[src/rtl/pc_pkg.sv]
// pc_pkg: opcodes shared by the program-counter unit and the control unit
package pc_pkg;
    typedef logic [2:0] pc_op_t;
    localparam pc_op_t OP_SEQ  = 3'b000;
    localparam pc_op_t OP_BR   = 3'b001;
    localparam pc_op_t OP_JMP  = 3'b010;
    localparam pc_op_t OP_CALL = 3'b011;
    localparam pc_op_t OP_RET  = 3'b100;
    localparam pc_op_t OP_HOLD = 3'b101;
endpackage

[src/rtl/ras_stack.sv]
// ras_stack: circular return-address stack; a push while full overwrites the oldest entry
module ras_stack #(
    parameter int WIDTH     = 32,
    parameter int RAS_DEPTH = 8
) (
    input  logic                         clk,
    input  logic                         rst,
    input  logic                         push,
    input  logic                         pop,
    input  logic [WIDTH-1:0]             din,
    output logic [WIDTH-1:0]             top,
    output logic [$clog2(RAS_DEPTH):0]   count,
    output logic                         full,
    output logic                         empty
);
    localparam int AW = $clog2(RAS_DEPTH);
    localparam int CW = AW + 1;
    logic [WIDTH-1:0] mem [RAS_DEPTH];
    logic [AW-1:0]    ptr;
    logic             do_pop;
    assign full   = count == CW'(RAS_DEPTH);
    assign empty  = count == '0;
    assign top    = mem[ptr - 1'b1];
    // popping an empty stack leaves pointer and count untouched
    assign do_pop = pop && !empty;
    always_ff @(posedge clk) begin
        if (rst) begin
            ptr   <= '0;
            count <= '0;
        end else if (push) begin
            ptr   <= ptr + 1'b1;
            count <= full ? count : count + 1'b1;
        end else if (do_pop) begin
            ptr   <= ptr - 1'b1;
            count <= count - 1'b1;
        end
    end
    always_ff @(posedge clk) begin
        if (push) mem[ptr] <= din;
    end
endmodule

[src/rtl/pc_unit.sv]
// pc_unit: program counter with sequential/branch/jump/call/return and return-address stack
module pc_unit
    import pc_pkg::*;
#(
    parameter int                WIDTH     = 32,
    parameter int                STEP      = 4,
    parameter logic [WIDTH-1:0]  RESET_VEC = '0,
    parameter int                RAS_DEPTH = 8
) (
    input  logic                         clk,
    input  logic                         rst,
    input  logic                         en,
    input  pc_op_t                       op,
    input  logic [WIDTH-1:0]             offset,
    input  logic [WIDTH-1:0]             target,
    input  logic                         clr_err,
    output logic [WIDTH-1:0]             pc,
    output logic [WIDTH-1:0]             pc_next,
    output logic [$clog2(RAS_DEPTH):0]   ras_count,
    output logic                         ras_empty,
    output logic                         ras_full,
    output logic                         ovf,
    output logic                         unf
);
    logic [WIDTH-1:0] pc_seq;
    logic [WIDTH-1:0] ras_top;
    logic             push;
    logic             pop;
    assign pc_seq = pc + WIDTH'(STEP);
    assign push   = en && op == OP_CALL;
    assign pop    = en && op == OP_RET;
    ras_stack #(.WIDTH(WIDTH), .RAS_DEPTH(RAS_DEPTH)) u_ras (
        .clk   (clk),
        .rst   (rst),
        .push  (push),
        .pop   (pop),
        .din   (pc_seq),
        .top   (ras_top),
        .count (ras_count),
        .full  (ras_full),
        .empty (ras_empty)
    );
    always_comb begin
        pc_next = pc_seq;
        if (!en) pc_next = pc;
        else begin
            case (op)
                OP_BR:   pc_next = pc + offset;
                OP_JMP:  pc_next = target;
                OP_CALL: pc_next = target;
                OP_RET:  pc_next = ras_empty ? RESET_VEC : ras_top;
                OP_HOLD: pc_next = pc;
                default: pc_next = pc_seq;
            endcase
        end
    end
    // an error event in the same cycle as clr_err keeps the flag set
    always_ff @(posedge clk) begin
        if (rst) begin
            pc  <= RESET_VEC;
            ovf <= 1'b0;
            unf <= 1'b0;
        end else begin
            pc  <= pc_next;
            ovf <= (push && ras_full) ? 1'b1 : clr_err ? 1'b0 : ovf;
            unf <= (pop && ras_empty) ? 1'b1 : clr_err ? 1'b0 : unf;
        end
    end
endmodule

[config.mk]
export PLATFORM = sky130hd
export DESIGN_NAME = pc_unit
export DESIGN_NICKNAME = d
export VERILOG_FILES = /design/src/rtl/pc_pkg.sv /design/src/rtl/ras_stack.sv /design/src/rtl/pc_unit.sv
export SDC_FILE = /design/constraint.sdc
export NUM_CORES = 1
export LEC_CHECK = 0
export BUFFER_PORTS_ARGS = -buffer_cell sky130_fd_sc_hd__buf_2
export CAP_MARGIN = 0
export CORE_MARGIN = 5
export CORE_UTILIZATION = 65
export CTS_CLUSTER_DIAMETER = 200
export DETAILED_ROUTE_END_ITERATION = 16
export GPL_ROUTABILITY_DRIVEN = 0
export PLACE_DENSITY = 0.86
export SLEW_MARGIN = 40
export SYNTH_ARGS = -nofsm -noshare
export SYNTH_HDL_FRONTEND = slang
export SYNTH_SLANG_ARGS = --single-unit
[constraint.sdc]
create_clock -name clk -period 14.1 [get_ports clk]
set_input_delay 1.41 -clock clk [delete_from_list [all_inputs] [get_ports clk]]
set_output_delay 1.41 -clock clk [all_outputs]
set_load 0.05 [all_outputs]
==> impl_metrics.tcl <==
set metrics [dict create \
    postCtsSetupBuffers 0 \
    holdPathStages 2 \
    critPathRequiredTime_ns 12.69 \
    ys_ff_latch 297 \
    drtIter0Drc 2084 \
    synthMuxAreaShare_pct 11.0 \
    hpwl_microns 28800 \
    vdd_ir_drop_max_mv 0.116 \
    final-max-slew-violation-count 0 \
    postRouteAntennaNets 0 \
    crit_fanout 5 \
    grt_start_max_net_pins 61 \
    h-tree-depth 1 \
    synth-xor-area-share_pct 2.40 \
    cp.arrival_ns 4.70 \
    synthToLayoutAreaGrowth_pct 13.3 \
    synth_top_cells_by_count "edfxtp_1, nand2_1, a21oi_1, nor2_1, mux4_2" \
    r2r_start "pc[0]" \
    synth_compound_area_share_pct 13.7 \
    viasPerCell 7.18 \
    cts_resized 0 \
    powerDensity_mw_per_mm2 126 \
    grt_pass1_wl_microns 68400 \
    yosysUniqueCellTypes 77 \
    cap_viol_max_count 0 \
    cts.path.max_buffers 3 \
    min_to "unf" \
    crit_path_end_kind "output pin" \
    grt.total_usage_pct 34.0 \
    cts_root_buf "clkbuf_16" \
    netlist_instances 1232 \
    grt-ovfl-total 0 \
    syn_avg_cell_area_sq_um 12.4 \
    via_count 12100 \
    holdCritPathClass "reg -> reg" \
    hp-start "unf" \
    worst_slew_pin_slew_ns 0.903 \
    n_antenna_cell 0 \
    synthFlopType "edfxtp_1" \
    worst_path_dominant_cell_family "compound AO/OA/AOI/OAI gates" \
    crit_chain "buf_2 > ha_1 > inv_1 > fa_1 > nand2b_1 > a21oi_1 > o2111ai_1 > a21oi_1 > a211oi_1 > or4_1 > nand3_1 > buf_2" \
    clkLatencyLatePin_ns 0.57 \
    r2r_cells 10 \
    num_rows 56 \
    numCtsBuffers 30 \
    max_freq_mhz 164 \
    die_w_microns 164 \
    yosysSeqAreaShare_pct 55.5 \
    synth-adder-area-share_pct 3.20 \
    fin_hold_ws_ns 0.476 \
    synthesis.area_sq_mm 0.0153 \
    grt_pass1_vias 11700 \
    yosysWarnings 0 \
    synth_top_family_by_area "compound AO/OA/AOI/OAI gates" \
    cts_tree "built" \
    synthArstFlopShare_pct 0 \
    synth.most_common_cell "edfxtp_1" \
    syn_nets 1341 \
    fin_util_pct 74.4 \
    synthSimpleGateAreaFrac_pct 11.3 \
    wirelength_microns 46000 \
    path_class "in -> out" \
    period_minus_slack_ns 6.11 \
    synth_edf_count 256 \
    max-slew-margin-rel_pct 39.4 \
    first_pass_iters 8 \
    finalSetupViolations 0 \
    stdcell_area_sq_mm 0.0174 \
    antenna_found_initial 0 \
    path_clk_slew_ns 0.06 \
    initial_core_util_pct 65.7 \
    slowest_stage "or4_1" \
    die_area_sq_mm 0.0267 \
    hold_viol_final 0 \
    drive_gt1_share_pct 22.4 \
    yosysTopAreaCell "edfxtp_1" \
    hold_buffers 0 \
    max_stage_delay_ns 0.56 \
    num-nets-final 1454 \
    rsz0062_at_grt "false" \
    io_buffers 142 \
    reg2reg_to "pc[24]" \
    r2r_slack_ns 10.36 \
    critical_path_buf_inv_count 3 \
    fp.coreArea_sq_mm 0.0233 \
    drc 0 \
    outcome "finished clean" \
    placed_area_sq_mm 0.0163 \
    io_pins 143 \
    synth_area_leaders "edfxtp_1, mux4_2, dfxtp_1" \
    fin_skew_ns 0.0125 \
    leakagePower_nw 6.29 \
    tns_ns 0 \
    synth_top_area_share_pct 50.2 \
    die_height_microns 164 \
    post-route-period-util_pct 43.4 \
    cp-start-kind "input pin" \
    clock_sinks 297 \
    wire_per_inst_microns 27.2 \
]
==> where the power goes <==
group          internal, mW  switching [mW]  total [mW]
Combinational         0.109           0.253       0.362
Sequential            0.971          0.0255       0.997
Clock                 0.488           0.341       0.829
==> how the worst max path moves through the flow <==
stage	start	endpoint	slack, ns	cells past startpoint
global route	offset[0]	pc_next[24]	8.05	12
global placement	en	pc_next[27]	8.27	9
finish	offset[0]	pc_next[24]	7.99	12
floorplan	op[0]	u_ras.mem[0][0]	8.01	6
detailed placement	offset[0]	pc_next[24]	8.21	12
CTS	u_ras.ptr[0]	pc_next[28]	7.87	11
==> cells in the final DEF, fill, tap and decap left out, types with 6 or more instances in the layout <==
cell	Yosys	routed
clkbuf_16	0	30
nor3_1	29	25
mux2i_1	23	23
mux4_2	64	64
inv_1	20	20
clkinv_2	0	6
nand4_1	22	22
o2111ai_1	11	11
buf_4	6	19
and4_1	7	7
nand2b_1	14	13
o21a_1	18	18
xor2_1	19	18
edfxtp_1	256	256
a21oi_1	79	79
nand3_1	38	38
nor2_1	70	66
o31ai_1	9	9
ha_1	36	35
or3_1	11	11
a31oi_1	15	15
a211oi_1	16	16
a2111oi_0	13	13
buf_2	17	142
xnor2_1	23	23
nor2b_1	14	13
and3_1	16	16
clkbuf_1	53	6
o21ai_0	57	57
o22ai_1	10	10
a21o_1	22	22
o211ai_1	9	9
dfxtp_1	41	40
nand2_1	102	102
clkinv_1	2	6
==> state kept, by name, summed over array words and instances (netlist names) <==
name         cells
u_ras.mem      256
pc              32
u_ras.count      4
u_ras.ptr        3
ovf              1
unf              1
==> kinds of logic (layout without fill, tap and decap cells) <==
kind of cell,Yosys count,after routing
xor+xnor,42,42
buf+inv,104,241
simple gates,350,350
flops,297,297
fa+ha+maj,38,38
mux,88,88
compound gates,313,313
==> per-layer routing <==
metal,global-route usage [%],up-vias,wire (microns)
met5,0,-,0
met2,52.5,1095,20700
met3,6.71,224,6330
met1,46.8,5737,16200
li1,-,5070,-
met4,16.5,0,2740
==> metrics by stage <==
| stage | setup WS [ns] | cells | total power, mW |
|---|---|---|---|
| after global placement | 8.27 | 1631 | 1.35 |
| after detailed placement | 8.21 | 1631 | 1.36 |
| after global routing | 8.05 | 1688 | 2.25 |
| final | 7.99 | 1688 | 2.19 |
| after floorplan | 8.01 | 1232 | 1.26 |
| after CTS | 7.87 | 1687 | 2.18 |
==> area by class of cell <==
type / count / area, sq um
clock buffers: 37 / 787
well taps: 319 / 399
repair buffers: 163 / 885
clock inverters: 19 / 236
inverters: 22 / 82.6
flip-flops and latches: 297 / 8510
multi-input cells: 831 / 6470
fillers: 1484 / 5960
==> tightest hold or removal path: cells and delay by family (launching register included) <==
kind            cells  cell delay [ns]
flops               1             0.31
simple gates        1             0.06
compound gates      1             0.06
No activity file was read; power rests on OpenSTA's default activity.
